<file path="config.mk">
export PLATFORM = sky130hd
export DESIGN_NAME = round_sequencer
export DESIGN_NICKNAME = d
export VERILOG_FILES = /design/src/rtl/round_sequencer.sv
export SDC_FILE = /design/constraint.sdc
export NUM_CORES = 1
export LEC_CHECK = 0
export ABC_AREA = 1
export CAP_MARGIN = 15
export CORE_MARGIN = 2
export CORE_UTILIZATION = 40
export CTS_BUF_LIST = sky130_fd_sc_hd__clkbuf_8
export DETAILED_ROUTE_END_ITERATION = 10
export GPL_TIMING_DRIVEN = 0
export PLACE_DENSITY = 0.68
export SETUP_SLACK_MARGIN = 0.2
export SYNTH_ARGS = -nofsm -noshare
export SYNTH_HDL_FRONTEND = slang
export SYNTH_SLANG_ARGS = --single-unit
</file>
<file path="constraint.sdc">
create_clock -name clk -period 4.85 [get_ports clk]
set_clock_uncertainty 0.15 [all_clocks]
set_input_delay 0.97 -clock clk [delete_from_list [all_inputs] [get_ports clk]]
set_output_delay 0.97 -clock clk [all_outputs]
set_load 0.1 [all_outputs]
</file>
<file path="src/rtl/round_sequencer.sv">
// Byte-serial hash sequencer: absorbs message bytes over valid/ready and runs
// NUM_ROUNDS nibble-vector Round iterations per byte on the 8x4-bit state h.
module round_sequencer #(
  parameter int unsigned NUM_ROUNDS = 16,
  parameter logic [31:0] IV         = 32'h0000_0000
) (
  input  logic        clk,
  input  logic        rst,
  input  logic        start,
  input  logic        msg_valid,
  output logic        msg_ready,
  input  logic [7:0]  msg_data,
  input  logic        msg_last,
  output logic        busy,
  output logic        digest_valid,
  output logic [31:0] digest
);

  typedef enum logic [2:0] {
    S_IDLE,
    S_LOAD,
    S_ABSORB,
    S_ROUND,
    S_DONE
  } state_t;

  localparam logic [3:0] LAST_RND = 4'(NUM_ROUNDS - 1);

  state_t      state;
  state_t      state_next;
  logic [31:0] h;
  logic [31:0] h_round;
  logic [3:0]  rnd;
  logic [3:0]  sbox_out;
  logic [7:0]  byte_q;
  logic        last_q;
  logic [31:0] digest_q;
  logic        digest_valid_q;

  function automatic logic [3:0] sbox(input logic [3:0] x);
    case (x)
      4'h0: sbox = 4'hC;
      4'h1: sbox = 4'h5;
      4'h2: sbox = 4'h6;
      4'h3: sbox = 4'hB;
      4'h4: sbox = 4'h9;
      4'h5: sbox = 4'h0;
      4'h6: sbox = 4'hA;
      4'h7: sbox = 4'hD;
      4'h8: sbox = 4'h3;
      4'h9: sbox = 4'hE;
      4'hA: sbox = 4'hF;
      4'hB: sbox = 4'h8;
      4'hC: sbox = 4'h4;
      4'hD: sbox = 4'h7;
      4'hE: sbox = 4'h1;
      default: sbox = 4'h2;
    endcase
  endfunction

  function automatic logic [3:0] rotl4(input logic [3:0] x, input logic [1:0] n);
    case (n)
      2'd0: rotl4 = x;
      2'd1: rotl4 = {x[2:0], x[3]};
      2'd2: rotl4 = {x[1:0], x[3:2]};
      default: rotl4 = {x[0], x[3:1]};
    endcase
  endfunction

  // Round datapath: every output nibble takes the input nibble two lanes up,
  // mixes in the S-box word, and rotates by half its lane index.
  always_comb begin
    sbox_out = sbox(byte_q[7:4] ^ byte_q[3:0] ^ rnd);
    h_round  = '0;
    for (int i = 0; i < 8; i++) begin
      h_round[4*i +: 4] = rotl4(h[4*((i + 2) % 8) +: 4] ^ sbox_out, 2'(i / 2));
    end
  end

  // NOTE: every signal written here gets a default first, so no path leaves
  // it unassigned and no latch is inferred.
  always_comb begin
    state_next = state;
    case (state)
      S_IDLE:   if (start) state_next = S_LOAD;
      S_LOAD:   state_next = S_ABSORB;
      S_ABSORB: if (msg_valid) state_next = S_ROUND;
      S_ROUND: begin
        if (rnd == LAST_RND) state_next = last_q ? S_DONE : S_ABSORB;
      end
      S_DONE:   state_next = S_IDLE;
      default:  state_next = S_IDLE;
    endcase
  end

  // NOTE: sequential state uses non-blocking assignments so every register
  // samples the pre-edge values of the others, independent of statement order.
  always_ff @(posedge clk or posedge rst) begin
    if (rst) begin
      state <= S_IDLE;
    end else begin
      state <= state_next;
    end
  end

  always_ff @(posedge clk or posedge rst) begin
    if (rst) begin
      h              <= '0;
      rnd            <= '0;
      byte_q         <= '0;
      last_q         <= 1'b0;
      digest_q       <= '0;
      digest_valid_q <= 1'b0;
    end else begin
      case (state)
        S_IDLE: begin
          if (start) digest_valid_q <= 1'b0;
        end
        S_LOAD: begin
          h <= IV;
        end
        S_ABSORB: begin
          if (msg_valid) begin
            byte_q <= msg_data;
            last_q <= msg_last;
            rnd    <= '0;
          end
        end
        S_ROUND: begin
          h   <= h_round;
          rnd <= rnd + 4'd1;  // wraps 15->0 on the final pass when NUM_ROUNDS=16
        end
        S_DONE: begin
          digest_q       <= h;
          digest_valid_q <= 1'b1;
        end
        default: ;
      endcase
    end
  end

  // busy covers DONE so it falls exactly when digest_valid rises.
  assign msg_ready    = (state == S_ABSORB);
  assign busy         = (state != S_IDLE);
  assign digest_valid = digest_valid_q;
  assign digest       = digest_q;

endmodule

</file>
Yosys cells after proc, flatten, opt, wreduce, memory -nomap -nowiden
Memories as Yosys holds them, arrays and structs flattened.
Cells that the tools add are included.
{ "word_totals": {"ff_bits": 81, "latchBits": 0, "ramBits": 0, "rom_bits": 64, "inputBits": 13, "out_inout_bits": 35, "word_cells": 46, "n_memories": 1} }
{ "memory_table": {"columns": ["memory", "words", "width", "read_ports", "rd_clocked_by_memory_dff", "write_ports", "line_no", "rtl"], "rows": [
  ["(name not given)", 16, 4, 1, 0, 0, "41", "case (x)"]
]} }
{ "op_classes": {"n_addsub": 1, "multipliers": 0, "div": 0, "n_lt_le_gt_ge": 0, "eq_ne": 8, "n_shift": 0, "muxes": 10, "n_bitwise": 10, "n_reduce_logical": 9} }
{ "ops": {"columns": ["operator", "n"], "rows": [
  ["32-bit case mux with 2 select lines", 1],
  ["4-bit bitwise XOR", 10],
  ["3-bit two-way mux", 4],
  ["3-bit case mux with 4 select lines", 1],
  ["4-bit case mux with 2 select lines", 1],
  ["3-bit by 2-bit equality test with 1-bit output (second input constant)", 2],
  ["2-bit != test (second input constant)", 3],
  ["2-bit AND reduction", 3],
  ["2-bit nonzero test", 3],
  ["4-bit by 1-bit adder with 4-bit output (second input constant)", 1],
  ["4-bit equality test (second input constant)", 1],
  ["4-bit two-way mux", 1],
  ["3-bit by 1-bit equality test with 1-bit output (second input constant)", 1],
  ["3-bit equality test (second input constant)", 1],
  ["3-bit zero test", 1],
  ["3-bit AND reduction", 1],
  ["3-bit nonzero test", 1],
  ["1-bit case mux with 2 select lines", 1],
  ["1-bit two-way mux", 1]
]} }

Depth between registers and ports, before layout
An unclocked memory read counts as a cell.
{ "depth": {"depth_word": 5, "ltp_mapped": 14, "depth_no_buf": 14} }

Worst setup path before layout
Ideal clock, no wire load.
{ "synth_timing": {"path_kind": "reg-to-reg", "from": "reg state[0]", "to": "reg byte_q[0]", "arrival_time_ns": 2.720, "path_slack_ns": 1.856, "path_stages_with_launch": 8, "path_buffers": 1, "period_less_slack_ns": 2.994, "path_cell_list": "dfrtp_1 -> nor2_1 -> inv_1 -> nor2_1 -> nand2_1 -> buf_2 -> nor2_1 -> a21oi_1"} }
{ "synth_between": {"elab_chain_len": 2} }
{ "synth_rtl": {"columns": ["item", "line_no", "rtl"], "rows": [
  ["start: declaration", "29", "state_t state;"],
  ["start signal: assignment", "102", "state <= state_next;"],
  ["3-bit by 2-bit equality test with 1-bit output", null, null],
  ["net msg_ready", "11", "output logic msg_ready,"],
  ["2-bit AND reduction (no line)", null, null],
  ["end signal: assignment", "124", "byte_q <= msg_data;"],
  ["end: declaration", "35", "logic [7:0] byte_q;"]
]} }
The timed path passes the listed nets, and every way through them passes these cells.
A chain may end at the register's enable or synchronous reset.

Worst setup path after layout
{ "layout_timing": {"from": "reg state[2]", "to": "out msg_ready"} }
{ "layout_between": {"elab_chain_len": 1} }
{ "layout_rtl": {"columns": ["item", "line_no", "rtl"], "rows": [
  ["3-bit by 2-bit equality test with 1-bit output", "143", "assign msg_ready = (state == S_ABSORB);"],
  ["end: declaration", "11", null]
]} }
Every way passes these cells.

==> results.md <==
* Layout cells sized above 1 at 9.206%
* Resized Gates After CTS at 0
* Final nets at 566
* Synthesized area per cell at 8.049 um2
* GR Overflow Total at 0
* CTS root buffer: clkbuf_8
* DP Wirelength at 6677 um
* FMAX at 0.2911 GHz
* First-pass GRT wire length at roughly 16000 um
* Max cap viols at 0
* Die X at a little over 100 um
* Ports at 48
* Sequential cell area fraction in the yosys report at around 51%
* Rows at 36
* Ys flop type: dfrtp_1
* Critical path startpoint category: register
* # diodes at 0
* Initial antenna violation count at 0
* Worst-path maximum fanout at 3
* Synthesized area at just under 0.004 mm2
* Synth top cells by count: 170 x nand2_1, 81 x dfrtp_1, 73 x nand3_1
* Dpl cell area at approximately 0.0046 mm2
* Mapped Nets at 507
* Utilization after layout at 49.83%
* Hold-fix buffers at CTS at 0
* Layout filler cell count at roughly 900
* Most common cell in the netlist: nand2_1
* Top cells by area, synth: dfrtp_1 51%, nand2_1 16%, nand3_1 9.3%
* #FFs+latches synth at 81
* Final Max Tran Viols at 0
* Hold crit path type: reg -> reg
* Die ar. at 0.01067 mm2
* Post-synth ARST share at 100.0%
* Worst rel slew slack at 34.04%
* Largest net degree at the start of global routing at between 60 and 70
* CP arrival at 2.32 ns
* Slew of the pin with the lowest slew margin at 0.9863 ns
* CTS tree: yes
* Vias at roughly 3.4k
* Setup CP Type: reg -> out
* Status: complete, no violations
* Crit. End Element: primary output
* Post-CTS Setup Inserts at 0
* Clock Latency Late Sink at 0.37 ns
* Sink Count at 81
* Final count of hold timing violations at 0
* CTS Buf Count at 9
* Drt drc at 0
* DIE HEIGHT at 103.3 um
* Clk buf depth at 2
* Final Setup Violations at 0
* Number of global-route vias before repair at 3216
* H-tree depth at 3
* Routed WL at 9509 um
* Distinct cells, synth at 25
* Finished Cell Area at 0.004826 mm2
* Setup Slack @ Placement at 1.826 ns
* Required @ worst endpoint at 3.73 ns
* Top cell type's share of synthesized area at 51.40%
* P&R area growth vs syn at 22.37%
* Post-Synthesis Cells at between 400 and 500
* Clock Pin Slew Worst Setup and Hold Paths at 0.09 ns
* RSZ-0062 raised after global routing: false
* Final ANT Viol Nets at 0
* Port buffer count at 47
* Min cycle time layout at ~3.4 ns
* Final worst slack at 1.414 ns
* Starting density of the core at 40.72%
* DR vias/cell at between 5 and 6
* Setup TNS at 0 ns
* Ys Warns at 0
* DR WL/cell at 13.84 um
* Detailed Routing Iterations Pass 1 at 5
* DR iter-0 viols at 239
* Total core area at 0.009684 mm2
* Number of synthesized flops with an enable pin at 0
* Fin crit share at 70.84%
* GRT Overall Usage at 19.47%
* Yosys top cell by area: dfrtp_1
* Final Wtd Congestion at 0.8720
## cell type report
type | instances | area, um2 | area share, %
Clock buffer | 12 | 165.2 | 3.422
Clock inverter | 4 | 50.05 | 1.037
Inverter | 57 | 221.5 | 4.589
Sequential cell | 81 | 2027 | 42.00
Timing Repair Buffer | 48 | 498.0 | 10.32
Tap cell | 133 | 166.4 | 3.448
Buffer | 14 | 56.30 | 1.167
Multi-Input combinational cell | 338 | 1642 | 34.02
## layer usage
layer  GRT usage, %  part of all wire [%]  routed length [um]  up-vias
li1               -                     -                   -     1676
met1          27.76                    47                4510     1634
met2          29.52                    45                4266      116
met3          3.159                   5.2                 490       20
met4          8.401                   2.5                 241        0
met5              0                     0                   0        -
## state kept, by name, summed over array words and instances (netlist names)
name          cells
rnd               4
h                32
state             3
digest           32
byte_q            8
digest_valid      1
last_q            1
## worst max-delay path: stages, from the launching register on
cell	delay (ns)
dfrtp_1	0.41
nor2_1	0.11
inv_1	0.07
nor2_1	0.17
clkdlybuf4s50_1	1.18
## metrics by stage
stage	std cells	hold WS [ns]
after CTS	687	0.3441
after detailed placement	671	0.3185
after floorplan	490	0.3210
final	687	0.3363
after global placement	670	0.3077
after global routing	687	0.3612
## placed cells by master (no fill, tap or decap), drive strengths merged, types with 2 or more instances in the layout
| cell type | count |
|---|---|
| o22ai | 2 |
| nand3 | 79 |
| nor2 | 16 |
| inv | 59 |
| clkbuf | 20 |
| clkdlybuf4s50 | 47 |
| buf | 7 |
| nand2 | 186 |
| dfrtp | 81 |
| a21oi | 9 |
| o21ai | 36 |
| ha | 4 |
## path summary, 6_finish.rpt
| check | endpoint | from | cells after the start | slack (ns) |
|---|---|---|---|---|
| max | msg_ready | state[2] | 4 | 1.41 |
| min | digest[22] | digest[22] | 2 | 0.34 |
| max reg2reg | h[27] | byte_q[4] | 13 | 2.78 |
| min reg2reg | digest[22] | digest[22] | 2 | 0.34 |
| max in group asynchronous | digest[3] | rst | 3 | 3.23 |
| min in group asynchronous | digest_valid | rst | 2 | 0.72 |
## logic make-up (layout without fill, tap and decap cells)
group | after synthesis | after routing | share of synthesized area, %
and+or+nand+nor | 283 | 283 | 33.47
DFF | 81 | 81 | 51.40
buffers and inverters | 71 | 135 | 6.980
AOI/OAI and AO/OA | 49 | 49 | 6.377
adders and majority gates | 4 | 4 | 1.269
xor gates and xnor gates | 1 | 1 | 0.2221
muxes | 1 | 1 | 0.2855
Power is left out: the tool's default activity adds up to more than one toggle a clock period on the data nets, which glitch-free logic cannot reach.
